--- src/rtl/param_cache.sv ---
// Direct-mapped, write-through / write-allocate word cache with a narrow memory bus.
// CPU words move to/from memory as little-endian beats; read hit/miss statistics saturate.
module param_cache #(
  parameter int ADDR_W = 32,
  parameter int DATA_W = 32,
  parameter int LINES  = 8,
  parameter int MEM_W  = 8,
  parameter int CNT_W  = 16
) (
  input  logic              CLK,
  input  logic              RST,
  input  logic [ADDR_W-1:0] ADDR,
  input  logic [DATA_W-1:0] DIN,
  input  logic              WE,
  input  logic              RREQ,
  output logic [DATA_W-1:0] DOUT,
  output logic              RDY,
  output logic [ADDR_W-1:0] MADDR,
  output logic [MEM_W-1:0]  MDOUT,
  input  logic [MEM_W-1:0]  MDIN,
  output logic              MREQ,
  output logic              MWE,
  input  logic              MRDY,
  output logic [CNT_W-1:0]  HIT_CNT,
  output logic [CNT_W-1:0]  MISS_CNT,
  output logic [1:0]        DBG_STATE
);

  // Memory handshake: MREQ is held with MADDR/MWE/MDOUT stable until MRDY is
  // sampled high on a rising edge; that edge completes the beat (and latches MDIN
  // on reads). The next beat's address appears on the following cycle.

  localparam int BEATS      = DATA_W / MEM_W;
  localparam int OFF        = $clog2(DATA_W / 8);
  localparam int IDX        = $clog2(LINES);
  localparam int TAG_W      = ADDR_W - OFF - IDX;
  localparam int BCW        = (BEATS > 1) ? $clog2(BEATS) : 1;
  localparam int BEAT_BYTES = MEM_W / 8;
  localparam logic [ADDR_W-1:0] ALIGN_MASK = ~(ADDR_W'((64'd1 << OFF) - 64'd1));

  typedef enum logic [1:0] {IDLE, FILL, WRITE, DONE} state_t;

  state_t             state_q, state_d;
  logic [ADDR_W-1:0]  addr_q;
  logic [DATA_W-1:0]  din_q;
  logic [DATA_W-1:0]  fill_q;
  logic [DATA_W-1:0]  fill_next;
  logic [DATA_W-1:0]  dout_q;
  logic [BCW-1:0]     beat_q;
  logic [CNT_W-1:0]   hit_q;
  logic [CNT_W-1:0]   miss_q;
  logic [LINES-1:0]   valid_q;
  logic [TAG_W-1:0]   tag_mem  [LINES];
  logic [DATA_W-1:0]  data_mem [LINES];

  logic [IDX-1:0]     req_idx;
  logic [TAG_W-1:0]   req_tag;
  logic [IDX-1:0]     op_idx;
  logic [TAG_W-1:0]   op_tag;
  logic               req_hit;
  logic               last_beat;
  logic [MEM_W-1:0]   beat_wdata;

  logic               line_we;
  logic [IDX-1:0]     line_idx;
  logic [TAG_W-1:0]   line_tag;
  logic [DATA_W-1:0]  line_data;

  assign req_idx   = ADDR[OFF+IDX-1:OFF];
  assign req_tag   = ADDR[ADDR_W-1:OFF+IDX];
  assign op_idx    = addr_q[OFF+IDX-1:OFF];
  assign op_tag    = addr_q[ADDR_W-1:OFF+IDX];
  assign req_hit   = valid_q[req_idx] && (tag_mem[req_idx] == req_tag);
  assign last_beat = (beat_q == BCW'(BEATS - 1));

  // Beat k occupies bits [MEM_W*k +: MEM_W] of the word in both directions.
  always_comb begin
    fill_next  = fill_q;
    beat_wdata = '0;
    for (int k = 0; k < BEATS; k++) begin
      if (beat_q == BCW'(k)) begin
        fill_next[k*MEM_W +: MEM_W] = MDIN;
        beat_wdata                  = din_q[k*MEM_W +: MEM_W];
      end
    end
  end

  // A line is written at write acceptance (allocate) or on the final fill beat.
  always_comb begin
    line_we   = 1'b0;
    line_idx  = req_idx;
    line_tag  = req_tag;
    line_data = DIN;
    if (state_q == IDLE && WE) begin
      line_we = 1'b1;
    end else if (state_q == FILL && MRDY && last_beat) begin
      line_we   = 1'b1;
      line_idx  = op_idx;
      line_tag  = op_tag;
      line_data = fill_next;
    end
  end

  always_comb begin
    state_d = state_q;
    case (state_q)
      IDLE: begin
        if (WE) begin
          state_d = WRITE;
        end else if (RREQ) begin
          state_d = req_hit ? DONE : FILL;
        end
      end
      FILL, WRITE: begin
        if (MRDY && last_beat) state_d = DONE;
      end
      DONE:    state_d = IDLE;
      default: state_d = IDLE;
    endcase
  end

  always_ff @(posedge CLK) begin
    if (!RST) begin
      state_q <= IDLE;
      valid_q <= '0;
      addr_q  <= '0;
      din_q   <= '0;
      fill_q  <= '0;
      dout_q  <= '0;
      beat_q  <= '0;
      hit_q   <= '0;
      miss_q  <= '0;
    end else begin
      state_q <= state_d;
      if (line_we) valid_q[line_idx] <= 1'b1;
      case (state_q)
        IDLE: begin
          if (WE || RREQ) begin
            addr_q <= ADDR & ALIGN_MASK;
            din_q  <= DIN;
            beat_q <= '0;
            fill_q <= '0;
            // A simultaneous read is dropped in favour of the write.
            if (!WE) begin
              if (req_hit) begin
                dout_q <= data_mem[req_idx];
                if (hit_q != '1) hit_q <= hit_q + CNT_W'(1);
              end else begin
                if (miss_q != '1) miss_q <= miss_q + CNT_W'(1);
              end
            end
          end
        end
        FILL: begin
          if (MRDY) begin
            fill_q <= fill_next;
            beat_q <= beat_q + BCW'(1);
            if (last_beat) dout_q <= fill_next;
          end
        end
        WRITE: begin
          if (MRDY) beat_q <= beat_q + BCW'(1);
        end
        default: ;
      endcase
    end
  end

  // Tag/data storage needs no reset; the valid bits guard it.
  always_ff @(posedge CLK) begin
    if (RST && line_we) begin
      tag_mem[line_idx]  <= line_tag;
      data_mem[line_idx] <= line_data;
    end
  end

  assign MREQ      = (state_q == FILL) || (state_q == WRITE);
  assign MWE       = (state_q == WRITE);
  assign MADDR     = MREQ ? (addr_q + ADDR_W'(beat_q) * ADDR_W'(BEAT_BYTES)) : '0;
  assign MDOUT     = MWE ? beat_wdata : '0;
  assign RDY       = (state_q == DONE);
  assign DOUT      = dout_q;
  assign HIT_CNT   = hit_q;
  assign MISS_CNT  = miss_q;
  assign DBG_STATE = state_q;

endmodule

--- config.mk ---
export PLATFORM = sky130hd
export DESIGN_NAME = param_cache
export DESIGN_NICKNAME = d
export VERILOG_FILES = /design/src/rtl/param_cache.sv
export SDC_FILE = /design/constraint.sdc
export NUM_CORES = 1
export LEC_CHECK = 0
export ABC_AREA = 1
export CORE_MARGIN = 2
export CORE_UTILIZATION = 64
export CTS_CLUSTER_DIAMETER = 120
export DETAILED_ROUTE_END_ITERATION = 10
export PLACE_DENSITY = 0.82
export SLEW_MARGIN = 20
export SYNTH_ARGS = -nofsm -noshare
export SYNTH_HDL_FRONTEND = slang
export SYNTH_SLANG_ARGS = --single-unit
--- constraint.sdc ---
create_clock -name CLK -period 8.4 [get_ports CLK]
set_input_delay 0.84 -clock CLK [delete_from_list [all_inputs] [get_ports CLK]]
set_output_delay 0.84 -clock CLK [all_outputs]
set_load 0.05 [all_outputs]
==> summary by stage, run 1 <==
STA
Setup violations remaining at the end of the flow were counted as 0. The worst setup skew after layout is 0.0168 ns. Counting I/O delays and the setup requirement, the final critical path takes 4.45 ns. After routing, the total negative slack on setup checks comes to 0 ns.

The number of failing hold endpoints at the final stage is 0. The count of final max-slew check failures is 0. In the post-route analysis, the smallest setup slack over all paths is 3.95 ns. Setup repair after global routing left no endpoint under its margin. The slew at the pin closest to its max-slew limit is 1.16 ns. For this run, the top clock speed supported by timing is 225 MHz. In this run the tightest slew margin relative to its limit is 22.5%.

After layout, the worst path uses 53.0% of the clock period.

Clock tree
The clock drives 642 sinks. The clock slew seen by the registers of the worst setup and hold paths is 0.06 ns. The number of hold-repair buffers added at the cts stage is 0. In this run, CTS created clock tree buffers numbering 66. The number of setup buffers added after CTS is 0. The later pin in the worst-skew pair is clocked with a latency of 0.60 ns. In this run the clock root is driven by a sky130_fd_sc_hd__clkbuf_16. The TritonCTS clock tree is built. The H-tree was split into 3 levels.

The worst-case clock buffer depth is 3. Gates resized during post-CTS repair numbered 0.

Global route
Entering global routing, the biggest net connects 110 pins. The global routing met2 resource utilization is 55.3%. For this run, global-route usage on met3 was measured as 5.49%. Global routing consumed, on the met1 layer, 43.5% of the routing resources. Across every metal layer, demand over resource in global routing totals 34.0%.

The first global-routing pass estimated 118 mm of wire. Global routing finished with a remaining overflow of 0. After global routing, the most crowded layer is met2. The number of global-route vias before repair is 22000.

The number of antenna violations at the first check in global routing came to 0.

Cells and area
The multi-input combinational cell area is 0.00873 mm2. From synthesis to final layout, the design area changed by 14.9%. The final design area excluding fillers is 0.0324 mm2.

At the end of the flow, the number of nets in the layout was 3193. In the final layout, the share of cells above drive strength 1 is 5.04%. Fill cells in the final layout number 2844.

The number of diodes is 0. The sequential cell area in the final layout is 0.0176 mm2.

Yosys
In the synthesized netlist the async set-or-reset flop fraction comes to 0%. The post-synthesis sequential area ratio is 62.4%. After synthesis, the most frequently instantiated cells are sky130_fd_sc_hd__nand2_1, sky130_fd_sc_hd__edfxtp_1, sky130_fd_sc_hd__nor2_1, sky130_fd_sc_hd__o21ai_0, sky130_fd_sc_hd__inv_1. The mapped netlist covers 0.0282 mm2. The cell count after synthesis is 3007.

The most common cell in the synthesized netlist is sky130_fd_sc_hd__nand2_1. The largest area contributor in the netlist is sky130_fd_sc_hd__edfxtp_1. For this run, the leading register cell type out of synthesis is sky130_fd_sc_hd__edfxtp_1. After synthesis, the mean cell area works out to 9.37 um2. Counting every net in the synthesized netlist gives 3095.

The number of synthesized register bits is 642. The area share of the largest cell type after synthesis is 50.3%. The Yosys step of the flow raised 0 warnings. In the post-synthesis netlist, the biggest area contributors are sky130_fd_sc_hd__edfxtp_1, sky130_fd_sc_hd__dfxtp_1, sky130_fd_sc_hd__nand2_1, sky130_fd_sc_hd__o21ai_0, sky130_fd_sc_hd__nor2_1. The unique cell type count in the Yosys netlist is 35. The number of synthesized flops with an enable pin is 472.

Floorplanning
The floorplan step set the die height to 214 um. In this run the core area contains 76 standard-cell rows. The horizontal die dimension is 214 um.

The number of primary I/O pins is 186. Once the floorplan was initialized, standard cells occupied 65.1% of the core. The die footprint is 0.0457 mm2. After floorplanning, the core was sized to cover 0.0433 mm2.

Job
Max-cap violations in this run came to 0.

Run status
The run finished with clean final reports.

Detailed routing
In this run the remaining antenna-violating nets after routing total 0. The average detailed-routed wire length per instance is 20.9 um. The first routing iteration left 2872 violations. The wire length reported by the detailed router is 78.3 mm.

The vias per cell is 6.15. Across all layers, the routed design uses 23000 vias. The first TritonRoute pass finished after 6 iterations. The DRC violations left is 0.

Worst setup path
The nature of the critical path endpoint is a flip-flop. The maximum fanout encountered on the critical timing path is 64. Tracing the worst setup path back leads to its startpoint at ADDR[3]. The kind of start point of the critical path is an input pin.

The arrival time reported for the critical path endpoint is 4.93 ns. The setup path with the least slack is of type in -> reg. The setup slack on the worst flop-to-flop path is 4.09 ns.

At the worst endpoint, the required time is 8.88 ns. The reg-to-reg critical path startpoint is beat_q[0]$_SDFFE_PN0P_.

Min path
The class of the most critical hold timing path is reg -> reg. The startpoint of the most critical hold path is valid_q[0]$_SDFFE_PN0N_.

Power
The areal power density over the cells is 282 mW/mm2. VDD sags by at most 200 uV. Overall power consumption after layout is estimated at 9.13 mW. For this design the static power due to leakage is 12.4 nW.

Place
The area after detailed placement is 0.0302 mm2. At the placement stage, the worst setup path has a slack of 3.51 ns. Port buffering added 183 buffers. The wire-length estimate of the detail-placed layout is 44.0 mm.

The final weighted congestion in routability-driven placement is 0.872.
## sequential cells by signal, indices dropped and copies added, names as in the netlist
register	count
valid_q	8
DOUT	32
data_mem	256
MISS_CNT	16
beat_q	2
HIT_CNT	16
fill_q	32
tag_mem	216
addr_q	30
din_q	32
DBG_STATE	2
## logic make-up after synthesis
logic type               Yosys count  synth area share [%]
buffers and inverters            480                  6.83
flip-flops                       642                  62.4
AO/OA/AOI/OAI                    628                  11.8
AND/OR/NAND/NOR                 1219                  17.6
adder cells (fa/ha/maj)           11                 0.489
XOR/XNOR                          27                 0.839
## routing by layer
| metal | routed length [um] | part of all wire [%] | vias up |
|---|---|---|---|
| li1 | - | - | 10300 |
| met1 | 28400 | 36 | 10800 |
| met2 | 36900 | 47 | 1532 |
| met3 | 8710 | 11 | 303 |
| met4 | 4220 | 5.4 | 0 |
| met5 | 0 | 0 | - |
## area by class of cell
cell class / count / share of cell area (%)
repair buffers: 214 / 6.41
well taps: 585 / 2.26
clock inverters: 24 / 0.695
clock buffers: 96 / 5.93
inverters: 296 / 3.45
multi-input cells: 1885 / 27.0
flip-flops and latches: 642 / 54.3
## cells in the final DEF (no fill, tap or decap), drive strengths merged, types with 12 or more instances in the layout
| cell | instances |
|---|---|
| nand2 | 555 |
| edfxtp | 472 |
| nor2 | 425 |
| o21ai | 382 |
| inv | 293 |
| nand3 | 186 |
| clkdlybuf4s50 | 179 |
| dfxtp | 170 |
| a21oi | 141 |
| clkbuf | 96 |
| o22ai | 67 |
| nand4 | 37 |
| buf | 35 |
| o31ai | 24 |
| clkinv | 22 |
| xor2 | 15 |
| xnor2 | 12 |
## critical path, stage by stage
cell	delay, ns
sky130_fd_sc_hd__buf_4	0.59
sky130_fd_sc_hd__clkinv_2	0.75
sky130_fd_sc_hd__buf_4	0.49
sky130_fd_sc_hd__nor2_1	0.15
sky130_fd_sc_hd__o21ai_1	0.08
sky130_fd_sc_hd__nand3_1	0.15
sky130_fd_sc_hd__nand3_1	0.10
sky130_fd_sc_hd__nand2_1	0.09
sky130_fd_sc_hd__nand2_1	0.05
sky130_fd_sc_hd__nor2_1	0.22
sky130_fd_sc_hd__nand2_1	0.10
sky130_fd_sc_hd__nor2_2	0.15
sky130_fd_sc_hd__nand2_4	0.18
sky130_fd_sc_hd__nand2_4	0.55
sky130_fd_sc_hd__nand3_1	0.21
sky130_fd_sc_hd__nand2_1	0.11
sky130_fd_sc_hd__nor2_1	0.05
## per-stage QoR
step,utilization [%],hold slack (ns),instances
2_1_floorplan,-,0.425,3007
3_3_place_gp,69.8,0.437,3621
3_5_place_dp,69.8,0.446,3621
4_1_cts,74.8,0.460,3741
5_1_grt,74.8,0.493,3742
6_report,74.8,0.455,3742
## path summary, 6_finish.rpt
kind | end | cells past startpoint
hold / removal | valid_q[0]$_SDFFE_PN0N_ | 2
setup reg to reg | data_mem[1][22]$_DFFE_PP_ | 11
setup / recovery | DOUT[6]$_SDFFE_PN0P_ | 17
hold reg to reg | valid_q[0]$_SDFFE_PN0N_ | 2
## power by group
part / switching [mW] / internal [mW] / total [mW]
clock: 1.19 / 1.71 / 2.90
combinational: 1.70 / 0.643 / 2.35
sequential: 0.169 / 3.71 / 3.88
No activity file was read; power rests on OpenSTA's default activity.
==> inputs of run 2 (changes only) <==
Settings changed: CORE_UTILIZATION 64 to 54, PLACE_DENSITY 0.82 to 0.74.
Clock period 8.4 ns to 4 ns, I/O delays scaled along.
==> run 2 against run 1 <==
Effect of this change:
- the run now ends with DRC left
- combinational power is 110% higher
- sequential power increased by 110%
- register-to-register slack got worse by 3.2 ns
- clock power increased by 110%
- count of clock-buffer cells in the layout fell by 6
- largest cell class unchanged
==> summary by stage, run 2 (synthesis results as in run 1) <==
Run status
Run status: finished, violations left (was finished, final reports clean). The final reports fail on DRC.

Place
The post-placement worst setup slack was 0.661 ns (was 3.51 ns). The final weighted congestion in routability-driven placement is 0.870 (was 0.872). The sum of net half-perimeters after detailed placement is 45.9 mm (was 44.0 mm).

The number of I/O port buffers is 183 (unchanged). The number of instances in the placed design is 3743 (was 3621). The area after detailed placement came to 0.0306 mm2 (was 0.0302 mm2).

Global route
The total overflow reported by the global router came to 0 (unchanged). The first-pass GRT wire length is 119 mm (was 118 mm). The number of antenna violations at the first check in global routing is 0 (unchanged). The largest net degree at the start of global routing is 114 (was 110). The number of global-route vias before repair is 21600 (was 22000).

The all-layer global routing usage is 28.8% (was 34.0%).

Clock tree
The clock net sink count is 642 (unchanged). The TritonCTS clock tree is built (unchanged). The H-tree depth is 3 (unchanged). The clock slew seen by the registers of the worst setup and hold paths is 0.06 ns (about the same).

The TritonCTS buffer count is 68 (was 66). The clock latency on the worst-skew pair is 0.59 ns (was 0.60 ns). The buffer cell driving the clock tree root is sky130_fd_sc_hd__clkbuf_16 (unchanged). The worst-case clock buffer depth was 3 (unchanged). The number of setup buffers added after CTS is 0 (unchanged).

Worst setup path
The kind of start point of the critical path is a flip-flop (was input pin). The nature of the critical path endpoint is an output port (was flip-flop). The instance count on the critical path is 7 (was 17). The startpoint-to-endpoint class of the critical path was reg -> out (was in -> reg). The arrival time reported for the critical path endpoint is 3.45 ns (was 4.93 ns). The most repeated library cell on the critical path is sky130_fd_sc_hd__a21oi_1 (was sky130_fd_sc_hd__nand2_1). The cell depth of the worst flop-to-flop path is 8 (was 11). The critical path data required time is 3.60 ns (was 8.88 ns). The count of buffer and inverter cells on the critical path came to 3 (unchanged). The largest incremental delay on the critical path came to 0.89 ns (was 0.75 ns).

The category of cells accounting for the largest share of critical-path delay was buffers and inverters (was simple AND/OR/NAND/NOR gates). The worst-path cell with the longest stage delay was sky130_fd_sc_hd__clkdlybuf4s50_1 (was sky130_fd_sc_hd__clkinv_2). The maximum fanout encountered on the critical timing path was 21 (was 64). List of cells traversed by the critical path: inv_1 -> ha_1 -> buf_4 -> a21oi_1 -> a22o_1 -> a21oi_1 -> clkdlybuf4s50_1 (was buf_4 -> clkinv_2 -> buf_4 -> nor2_1 -> o21ai_1 -> nand3_1 -> nand3_1 -> nand2_1 -> nand2_1 -> nor2_1 -> nand2_1 -> nor2_2 -> nand2_4 -> nand2_4 -> nand3_1 -> nand2_1 -> nor2_1).

Cells and area
The most common library cell in the layout ignoring fill and taps is sky130_fd_sc_hd__nand2_1 (unchanged). The number of diodes was 0 (unchanged). The net count of the finished layout is 3221 (was 3193).

The synthesis-to-finish area growth is 16.4% (was 14.9%). The count of placed standard cells in the final layout, fillers left out is 3865 (was 3742). Registers with the highest flip-flop counts: data_mem: 256 flops, tag_mem: 216 flops (unchanged). Leading cell types in the layout, fill and taps excluded: sky130_fd_sc_hd__nand2_1, sky130_fd_sc_hd__edfxtp_1, sky130_fd_sc_hd__nor2_1 (unchanged).

The fraction of the core area covered by cells at the end of the flow is 63.8% (was 74.8%). The top register by number of flip-flops is data_mem (unchanged). The final design area excluding fillers is 0.0328 mm2 (was 0.0324 mm2). The flip-flop count of the largest register after layout is 256 (unchanged). The proportion of layout cells with a drive suffix above 1 came to 5.90% (was 5.04%).

Floorplanning
The placeable core region came to 0.0514 mm2 (was 0.0433 mm2). The die footprint is 0.0540 mm2 (was 0.0457 mm2). The height of the chip is 232 um (was 214 um).

The number of placement rows is 83 (was 76). The number of primary I/O pins is 186 (unchanged). The horizontal die dimension is 232 um (was 214 um). The initial core utilization is 54.8% (was 65.1%).

Power
The leakage dissipation is 12.6 nW (was 12.4 nW). The switching component of the power is 6.46 mW (was 3.06 mW). The share of total power in sequential cells came to 42.1% (was 42.5%).

The power consumption is 19.3 mW (was 9.13 mW). The switching share of power came to 33.4% (was 33.5%). The cell-internal power is 12.9 mW (was 6.07 mW).

The maximum VDD drop is 412 uV (was 200 uV). The portion of total power attributed to the clock network is 31.9% (was 31.8%). The power share of the combinational group was 26.0% (was 25.7%). The areal power density over the cells is 590 mW/mm2 (was 282 mW/mm2).

STA
Subtracting the final worst setup slack from the clock period gives 3.85 ns. The highest clock rate is 260 MHz. Unrepaired setup endpoints after global routing: false (unchanged).

The number of failing hold endpoints at the final stage is 0 (unchanged). The worst slew slack as a fraction of its limit was 26.4% (was 22.5%). The count of final max-slew check failures is 0 (unchanged). The worst setup skew after layout is 0.0212 ns (was 0.0168 ns). The post-route worst hold slack was 0.445 ns (was 0.455 ns). The final critical path takes up 96.2% of the cycle. The slew at the pin closest to its max-slew limit was 1.10 ns (was 1.16 ns). The number of setup violations in the final report is 0 (unchanged). The setup slack of the critical path after layout came to 0.152 ns (was 3.95 ns).

The setup total negative slack is 0 ns (unchanged).

Detailed routing
The wire length reported by the detailed router came to 78.3 mm (about the same). The vias per cell came to 5.81 (was 6.15). The average detailed-routed wire length per instance is 20.3 um (was 20.9 um). The residual antenna-violating net count after detailed routing is 0 (unchanged). The DRC violations left is 1 (was 0). The detailed-router iteration count before antenna repair came to 9 (was 6). The via count is 22500 (was 23000). The number of DRC markers in iteration 0 was 2379 (was 2872).

Job
The max capacitance violation total is 0 (unchanged).

Min path
The cell count of the worst hold path is 3 (was 2). The class of the most critical hold timing path is in -> reg (was reg -> reg).
==> run 2: cell types whose count changed in the layout (fill, tap and decap cells not counted), moves of 2 or more <==
cell,delta
sky130_fd_sc_hd__clkbuf_16,-2
sky130_fd_sc_hd__bufinv_16,+2
sky130_fd_sc_hd__clkinvlp_4,+2
sky130_fd_sc_hd__clkinv_1,+3
sky130_fd_sc_hd__clkinv_2,-2
sky130_fd_sc_hd__clkbuf_1,-4
sky130_fd_sc_hd__buf_4,+21
sky130_fd_sc_hd__buf_12,+6
==> run 2: repair_timing <==
action                                  4_1_cts  5_1_grt
endpoints found under the setup margin        0        1
hold buffers                                  0        0
gates resized for setup                       0        1
==> run 2: final cells by class <==
type                    instances  area [um2]
clock inverters                32         328
clock buffers                  90        1860
fillers                      4006       18600
flip-flops and latches        642       17600
multi-input cells            1885        8730
inverters                     296        1120
well taps                     680         851
repair buffers                240        2330
==> run 2: power by group through the flow <==
| stage | registers (mW) | clock network [mW] | logic (mW) |
|---|---|---|---|
| after global routing | 8.21 | 6.52 | 5.39 |
| after detailed placement | 8.28 | 0 | 4.95 |
| after CTS | 8.14 | 6.25 | 4.98 |
| after global placement | 8.25 | 0 | 4.84 |
| after floorplan | 8.74 | 0 | 2.74 |
| final | 8.15 | 6.17 | 5.02 |
==> run 2: metal layers <==
metal / share of wire (%) / GRT usage [%]
met5: 0 / 0
met4: 5.3 / 15.9
met3: 9.2 / 4.26
met2: 47 / 46.4
met1: 39 / 37.7
==> run 2: worst paths after layout <==
| path | to | start | slack [ns] |
|---|---|---|---|
| worst min register to register | valid_q[5]$_SDFFE_PN0N_ | valid_q[5]$_SDFFE_PN0N_ | 0.46 |
| worst max register to register | tag_mem[4][0]$_DFFE_PP_ | DBG_STATE[1]$_SDFFE_PN0P_ | 0.89 |
| worst max-delay path | MDOUT[6] | beat_q[0]$_SDFFE_PN0P_ | 0.15 |
| worst min-delay path | addr_q[18]$_SDFFE_PN0P_ | ADDR[18] | 0.44 |
==> run 2: worst reg2reg max path, delay by kind of cell (launching register included) <==
family | cells | cell delay [ns]
AO/OA/AOI/OAI | 1 | 0.25
AND/OR/NAND/NOR | 4 | 0.87
flip-flops | 1 | 0.51
adder cells (fa/ha/maj) | 1 | 0.30
buffers and inverters | 2 | 0.80
